[config.mk]
export PLATFORM = sky130hd
export DESIGN_NAME = breadboard_button_reader
export DESIGN_NICKNAME = d
export VERILOG_FILES = /design/src/rtl/breadboard_button_reader.sv
export SDC_FILE = /design/constraint.sdc
export NUM_CORES = 1
export LEC_CHECK = 0
export CAP_MARGIN = 5
export CORE_ASPECT_RATIO = 2
export CORE_MARGIN = 2
export CORE_UTILIZATION = 59
export DETAILED_ROUTE_END_ITERATION = 8
export PLACE_DENSITY_LB_ADDON = 0.1
export SYNTH_ARGS = -nofsm -noshare
export SYNTH_HDL_FRONTEND = slang
export SYNTH_SLANG_ARGS = --single-unit
[constraint.sdc]
create_clock -name clk -period 2.2 [get_ports clk]
set_input_delay 0.44 -clock clk [delete_from_list [all_inputs] [get_ports clk]]
set_output_delay 0.44 -clock clk [all_outputs]
set_load 0.005 [all_outputs]
[src/rtl/breadboard_button_reader.sv]
// Debounced FLAP/START pushbutton reader: 2-flop sync, per-button debounce FSM, press pulses,
// debounced levels and a saturating FLAP press counter. Optional FLAP auto-repeat: BB_AUTOREPEAT_EN.
module breadboard_button_reader #(
    parameter int unsigned DEBOUNCE_CYCLES = 1000000,
    parameter int unsigned REPEAT_DELAY    = 15000000,
    parameter int unsigned REPEAT_PERIOD   = 6250000
) (
    input  logic        clk,
    input  logic        KEY0,
    input  logic [1:0]  ARDUINO_IN,
    output logic        flap_pulse,
    output logic        start_pulse,
    output logic        flap_level,
    output logic        start_level,
    output logic [15:0] flap_count
);

    typedef enum logic [1:0] {
        IDLE      = 2'd0,
        PRESS_CHK = 2'd1,
        PRESSED   = 2'd2,
        REL_CHK   = 2'd3
    } state_t;

    logic [1:0] sync1_r;
    logic [1:0] sync2_r;
    logic [1:0] accept_s;
    logic [1:0] level_s;
    logic [1:0] hold_run_s;
    logic       repeat_s;

    // input synchronizers, stored inverted so 1 = pressed
    always_ff @(posedge clk or negedge KEY0) begin
        if (!KEY0) begin
            sync1_r <= 2'b00;
            sync2_r <= 2'b00;
        end else begin
            sync1_r <= ~ARDUINO_IN;
            sync2_r <= sync1_r;
        end
    end

    for (genvar b = 0; b < 2; b++) begin : g_btn
        state_t      state_r;
        state_t      state_nxt_s;
        logic [31:0] cnt_r;
        logic [31:0] cnt_nxt_s;
        logic        level_r;
        logic        level_nxt_s;
        logic        accept_btn_s;

        // debounce state, counter and level registers
        always_ff @(posedge clk or negedge KEY0) begin
            if (!KEY0) begin
                state_r <= IDLE;
                cnt_r   <= 32'd0;
                level_r <= 1'b0;
            end else begin
                state_r <= state_nxt_s;
                cnt_r   <= cnt_nxt_s;
                level_r <= level_nxt_s;
            end
        end

        // next-state and accept-window counter
        always_comb begin
            state_nxt_s = state_r;
            cnt_nxt_s   = cnt_r;
            case (state_r)
                IDLE: begin
                    if (sync2_r[b]) begin
                        state_nxt_s = PRESS_CHK;
                        cnt_nxt_s   = 32'd0;
                    end else begin
                        state_nxt_s = IDLE;
                    end
                end
                PRESS_CHK: begin
                    if (!sync2_r[b]) begin
                        state_nxt_s = IDLE;
                    end else if (cnt_r == DEBOUNCE_CYCLES - 32'd1) begin
                        state_nxt_s = PRESSED;
                    end else begin
                        cnt_nxt_s = cnt_r + 32'd1;
                    end
                end
                PRESSED: begin
                    if (!sync2_r[b]) begin
                        state_nxt_s = REL_CHK;
                        cnt_nxt_s   = 32'd0;
                    end else begin
                        state_nxt_s = PRESSED;
                    end
                end
                REL_CHK: begin
                    if (sync2_r[b]) begin
                        state_nxt_s = PRESSED;
                    end else if (cnt_r == DEBOUNCE_CYCLES - 32'd1) begin
                        state_nxt_s = IDLE;
                    end else begin
                        cnt_nxt_s = cnt_r + 32'd1;
                    end
                end
                default: begin
                    state_nxt_s = IDLE;
                    cnt_nxt_s   = 32'd0;
                end
            endcase
        end

        // level update and press acceptance
        always_comb begin
            level_nxt_s  = level_r;
            accept_btn_s = 1'b0;
            case (state_r)
                PRESS_CHK: begin
                    if (sync2_r[b] && (cnt_r == DEBOUNCE_CYCLES - 32'd1)) begin
                        level_nxt_s  = 1'b1;
                        accept_btn_s = 1'b1;
                    end else begin
                        level_nxt_s = level_r;
                    end
                end
                REL_CHK: begin
                    if (!sync2_r[b] && (cnt_r == DEBOUNCE_CYCLES - 32'd1)) begin
                        level_nxt_s = 1'b0;
                    end else begin
                        level_nxt_s = level_r;
                    end
                end
                default: begin
                    level_nxt_s = level_r;
                end
            endcase
        end

        assign accept_s[b]   = accept_btn_s;
        assign level_s[b]    = level_r;
        assign hold_run_s[b] = (state_r == PRESSED) && sync2_r[b];
    end

`ifdef BB_AUTOREPEAT_EN
    logic [31:0] hold_r;

    // FLAP hold timer; after the first repeat it rewinds so later repeats are REPEAT_PERIOD apart
    always_ff @(posedge clk or negedge KEY0) begin
        if (!KEY0) begin
            hold_r <= 32'd0;
        end else if (accept_s[0]) begin
            hold_r <= 32'd0;
        end else if (hold_run_s[0]) begin
            if (hold_r == REPEAT_DELAY - 32'd1) begin
                hold_r <= REPEAT_DELAY - REPEAT_PERIOD;
            end else begin
                hold_r <= hold_r + 32'd1;
            end
        end else begin
            hold_r <= hold_r;
        end
    end

    assign repeat_s = hold_run_s[0] && (hold_r == REPEAT_DELAY - 32'd1);
`else
    assign repeat_s = 1'b0;
`endif

    // registered pulses and saturating FLAP press counter
    always_ff @(posedge clk or negedge KEY0) begin
        if (!KEY0) begin
            flap_pulse  <= 1'b0;
            start_pulse <= 1'b0;
            flap_count  <= 16'd0;
        end else begin
            flap_pulse  <= accept_s[0] | repeat_s;
            start_pulse <= accept_s[1];
            if (accept_s[0] && (flap_count != 16'hFFFF)) begin
                flap_count <= flap_count + 16'd1;
            end else begin
                flap_count <= flap_count;
            end
        end
    end

    assign flap_level  = level_s[0];
    assign start_level = level_s[1];

endmodule

# == Word level (Yosys, flattened, before mapping) ==
# Index checks and enable logic that the tools add are counted.
# totals
reg_bits,92
elab_cells,93
inputBits,4
# op_classes
mux,36
reduce_logical,17
n_addsub,3
eq_ne,25
bitwise_logic,1
# ops
cell,count
32-bit 2-to-1 mux,10
32-bit case mux with 4 select lines,2
"32-bit by 1-bit adder with 32-bit output, second input constant",2
"32-bit by 20-bit equality test with 1-bit output, second input constant",2
"2-bit inequality test, second input constant",12
"16-bit by 1-bit adder with 16-bit output, second input constant",1
2-bit 2-to-1 mux,8
"16-bit inequality test, second input constant",1
2-bit case mux with 4 select lines,2
1-bit 2-to-1 mux,12
"3-bit inequality test, second input constant",4
"2-bit equality test, second input constant",4
4-bit AND reduction,2
3-bit AND reduction,2
1-bit logical AND,5
"2-bit by 1-bit equality test with 1-bit output, second input constant",2
2-bit zero test,2
1-bit case mux with 2 select lines,2
2-bit AND reduction,2
2-bit nonzero test,2
1-bit zero test,2
2-bit inverter,1

# == Depth between registers and ports, before layout ==
# logic_depth
depth_word,5
depth_mapped,8
depth_no_buf,6

# == Worst setup path before layout ==
# Ideal clock, no wire load.
# synth_timing
path_type,reg2reg
start,register g_btn[0].cnt_r[0]
end,register flap_count[1]
t_arrival_ns,1.868
stages_incl_launch_ff,7
setup_ns,0.128
path_slack_ns,0.204
t_required_ns,2.072
path_cell_list,dfrtp_1 ha_1 nand2_1 nor3_4 nand4_2 nor3_2 mux2_1
# synth_between
elab_chain_cells,5
# synth_lines
element,line_no,rtl
"start, declared",46,logic [31:0] cnt_r;
"start signal, assigned",60,cnt_r <= cnt_nxt_s;
32-bit by 20-bit equality test with 1-bit output,117,if (sync2_r[b] && (cnt_r == DEBOUNCE_CYCLES - 32'd1)) begin
1-bit logical AND,117,
1-bit 2-to-1 mux,117,
1-bit 2-to-1 mux,115,case (state_r)
1-bit logical AND,176,if (accept_s[0] && (flap_count != 16'hFFFF)) begin
"end signal, assigned",177,flap_count <= flap_count + 16'd1;
"end signal, assigned",179,flap_count <= flap_count;
"end, declared",15,output logic [15:0] flap_count
# Every way passes these cells.
# A chain may end at the register's enable or synchronous reset.

# == Final worst setup path ==
# layout_timing
start,register g_btn[1].cnt_r[7]
end,register g_btn[1].cnt_r[0]
# layout_between
elab_chain_cells,4
elab_cells_between_ends,5
# layout_lines
element,line_no
"start, declared",46
"start signal, assigned",60
32-bit by 20-bit equality test with 1-bit output *,"81, 98"
32-bit 2-to-1 mux *,-
"32-bit 2-to-1 mux, on equally long branches",-
32-bit case mux with 4 select lines *,-
# Every way passes the cells marked *; elsewhere a longest branch is shown, timed or not. The select of a mux whose other input is x is not followed.

==> summary.md <==
| Metric | Value |
|---|---|
| Drt wl/cell | 18.9 um |
| Final routed DRC violation total | 0 |
| Die area | 10000 sq um |
| Area leader, netlist | dfrtp_1 |
| Crit path DAT | 2.30 ns |
| EDFF count, synth | 0 |
| Clock net sink count | 92 |
| Total of warnings raised by yosys | 0 |
| Met2 Resource Use GR | 56.2% |
| I/O pin count | 24 |
| Cells after Synth | 565 |
| CP Buf/Inv Count | 0 |
| Clock Latency Late Sink | 0.35 ns |
| Async SR Flop Fraction | 100% |
| Path depth of the worst reg2reg path | 5 |
| Nets@finish | 632 |
| TritonCTS clock tree | yes |
| Synthesis-to-finish area growth | 17.8% |
| FMAX | 484 MHz |
| Vias in the first global route | 4833 |
| #FFs+latches synth | 92 |
| Total power | 3540 uW |
| Clock root cell | clkbuf_16 |
| R2R setup slack | 0.13 ns |
| Worst-path cell chain | nor4_1 -> nand3_1 -> nor3_4 -> mux2_2 -> a22o_1 |
| All-layer global routing usage | 29.1% |
| Synth cell types | 75 |
| Final worst path period share | 93.9% |
| Via-to-Cell Ratio | 6.44 |
| M3 GR Usage | 4.34% |
| Clock Skew | 0.00733 ns |
| Synthesized area per cell | 9.62 sq um |
| Share of cells above drive strength 1 | 18.4% |
| # rows | 49 |
| Cell area after synthesis | 5430 sq um |
| PortBufs | 23 |
| Peak fanout along the critical path | 8 |
| GRT Max-Usage Layer | met2 |
| Tmin final | 2.07 ns |
| Placeable Area | 8950 sq um |
| Initial antenna violation count | 0 |
| Final Instance Area | 6400 sq um |
| Slowest CP cell | dfrtp_1 |
| Gpl congestion | 0.891 |
| # diodes | 0 |
| First-pass GRT wire length | 22.8 mm |
| Grt ovf | 0 |
| Fill cell count | 679 |
| Class of the worst hold path | input pin to async pin |
| PD cells | 553 nW/um^2 |
| Mapped Nets | 572 |
| Placed instance area | 6040 sq um |
| Crit Path Category | flop to flop |
| Post-DRT Antenna Nets | 0 |
| R2r endpoint | g_btn[1].cnt_r[0]$_DFFE_PN0P_ |
| Hpwl dp | 10.4 mm |
| CTS clk-pin slew, worst paths | 0.07 ns |
| CTS Buf Count | 9 |
| Run status | complete, no violations |
| Worst vdd ir | 0.000491 V |
| Vias | 4712 |
| Worst r2r src | g_btn[1].cnt_r[7]$_DFFE_PN0P_ |
| Sequential area share after synthesis | 42.4% |
| H-tree lvl count | 3 |
| Top cell type's share of synthesized area | 42.4% |
| Most common cell in the synthesized netlist | dfrtp_1 |
| Slew Limit Headroom | 55.2% |
| Top cells by area, synth | dfrtp_1 42%, nand2_1 4.2%, xor2_1 3.5%, nand3_1 3.4%, nor2_1 2.9% |
| Setup crit end kind | flop |
| Slowest stage delay, CP | 0.47 ns |
| Worst path top cell family by delay | simple AND/OR/NAND/NOR gates |
| Final wirelength | 13.8 mm |
| Endpoints failing hold | 0 |
| Die Width | 71.9 um |
| DR pass1 iterations | 5 |
| Top_reg_cell synth | dfrtp_1 |
| Worst slew pin tran | 0.672 ns |
| Worst path depth | 5 |
| Leak | 0.00290 uW |
| Pin count of the biggest net entering global routing | 42 |
| Max Slew Vio Count | 0 |
| Final setup fails | 0 |
| Initial core utilization | 60.7% |
| Max Cap Violations | 0 |
| Critical path data required time | 2.43 ns |
| M1 GR Usage | 28.0% |
| Post-synth top cells | 92 x dfrtp_1, 61 x nand2_1, 42 x nor2_1, 37 x nand3_1, 27 x o21ai_0 |
| Iter 0 DRT Violations | 304 |
| CP startpoint kind | flop |
| Clock buffer depth | 2 |
| Die height | 140 um |
[cell usage in the layout, fill, tap and decap left out, types with 8 or more instances in the layout]
cell and n:
dfrtp_1 92, nor2_1 42, a31oi_1 8, inv_1 15, buf_4 54, clkdlybuf4s50_1 22
and3_1 16, nor3_1 24, a21oi_1 14, xor2_1 22, a21o_1 9, nand4_1 21
nand2_1 61, nand3_1 37, and4_1 12, mux2i_1 13, clkbuf_16 9, nor4_1 14
o21ai_0 27
[worst reg2reg max path: cells and delay by family, from the launching register on]
kind | cells | cell delay, ns
multiplexers | 1 | 0.38
AND/OR/NAND/NOR | 3 | 0.93
AO/OA/AOI/OAI | 1 | 0.18
flip-flops | 1 | 0.47
[cell families after synthesis]
| kind of cell | synth area share [%] |
|---|---|
| and+or+nand+nor | 31.8 |
| AOI/OAI and AO/OA | 12.9 |
| DFF | 42.4 |
| buffers and inverters | 3.98 |
| xor gates and xnor gates | 5.00 |
| muxes | 3.22 |
| adders and majority gates | 0.691 |
[registers in the layout (all words and copies together), names as in the netlist, named ones only]
register,flops
g_btn.cnt_r,64
sync1_r,2
flap_level,1
start_level,1
start_pulse,1
g_btn.state_r,2
flap_count,16
flap_pulse,1
sync2_r,2
[layer usage]
metal / vias to the layer above / wire length (um)
li1: 2224 / -
met4: 0 / 624
met3: 46 / 349
met1: 2334 / 4820
met5: - / 0
met2: 108 / 8020
[power breakdown]
part           switching [uW]  total (uW)  leakage [uW]  internal, uW
logic                     125         202       0.00149          77.2
clock network             685        1570      0.000142           886
registers                46.1        1770       0.00127          1720
[repair_timing]
item | CTS | global route
buffers inserted | 0 | 4
hold buffers | 0 | 0
gates cloned | 0 | 0
endpoints found under the setup margin | 2 | 13
pin swaps | 0 | 3
gates resized for setup | 1 | 2
[final cells by class]
class | instances | area [sq um] | area share (%)
clock inverter | 7 | 76.3 | 1.19
multi-input combinational | 428 | 2950 | 46.0
sequential | 92 | 2300 | 36.0
clock buffer | 9 | 225 | 3.52
inverter | 16 | 60.1 | 0.938
tap | 102 | 128 | 1.99
timing repair buffer | 78 | 666 | 10.4
[through the flow]
| step | instances | hold WS [ns] | setup TNS [ns] | utilization (%) | setup WS [ns] |
|---|---|---|---|---|---|
| 4_1_cts | 728 | 0.0701 | 0 | 70.9 | 0.0391 |
| 3_5_place_dp | 712 | 0.336 | -0.175 | 67.5 | -0.149 |
| 2_1_floorplan | 565 | 0.144 | 0 | - | 0.204 |
| 6_report | 732 | 0.0549 | 0 | 71.5 | 0.134 |
| 3_3_place_gp | 712 | 0.335 | -0.111 | 67.5 | -0.111 |
| 5_1_grt | 732 | 0.0883 | -0.0179 | 71.5 | -0.0179 |
[worst max-delay path by stage]
stage / from / end / slack, ns
2_1_floorplan: g_btn[0].cnt_r[0]$_DFFE_PN0P_ / flap_count[1]$_DFFE_PN0P_ / 0.20
3_3_place_gp: g_btn[1].cnt_r[7]$_DFFE_PN0P_ / g_btn[1].cnt_r[17]$_DFFE_PN0P_ / -0.11
3_5_place_dp: g_btn[1].cnt_r[7]$_DFFE_PN0P_ / g_btn[1].cnt_r[17]$_DFFE_PN0P_ / -0.15
4_1_cts: g_btn[1].cnt_r[7]$_DFFE_PN0P_ / g_btn[1].cnt_r[17]$_DFFE_PN0P_ / 0.04
5_1_grt: g_btn[0].cnt_r[1]$_DFFE_PN0P_ / flap_count[13]$_DFFE_PN0P_ / -0.02
6_report: g_btn[1].cnt_r[7]$_DFFE_PN0P_ / g_btn[1].cnt_r[0]$_DFFE_PN0P_ / 0.13
No activity file was read; power rests on OpenSTA's default activity.
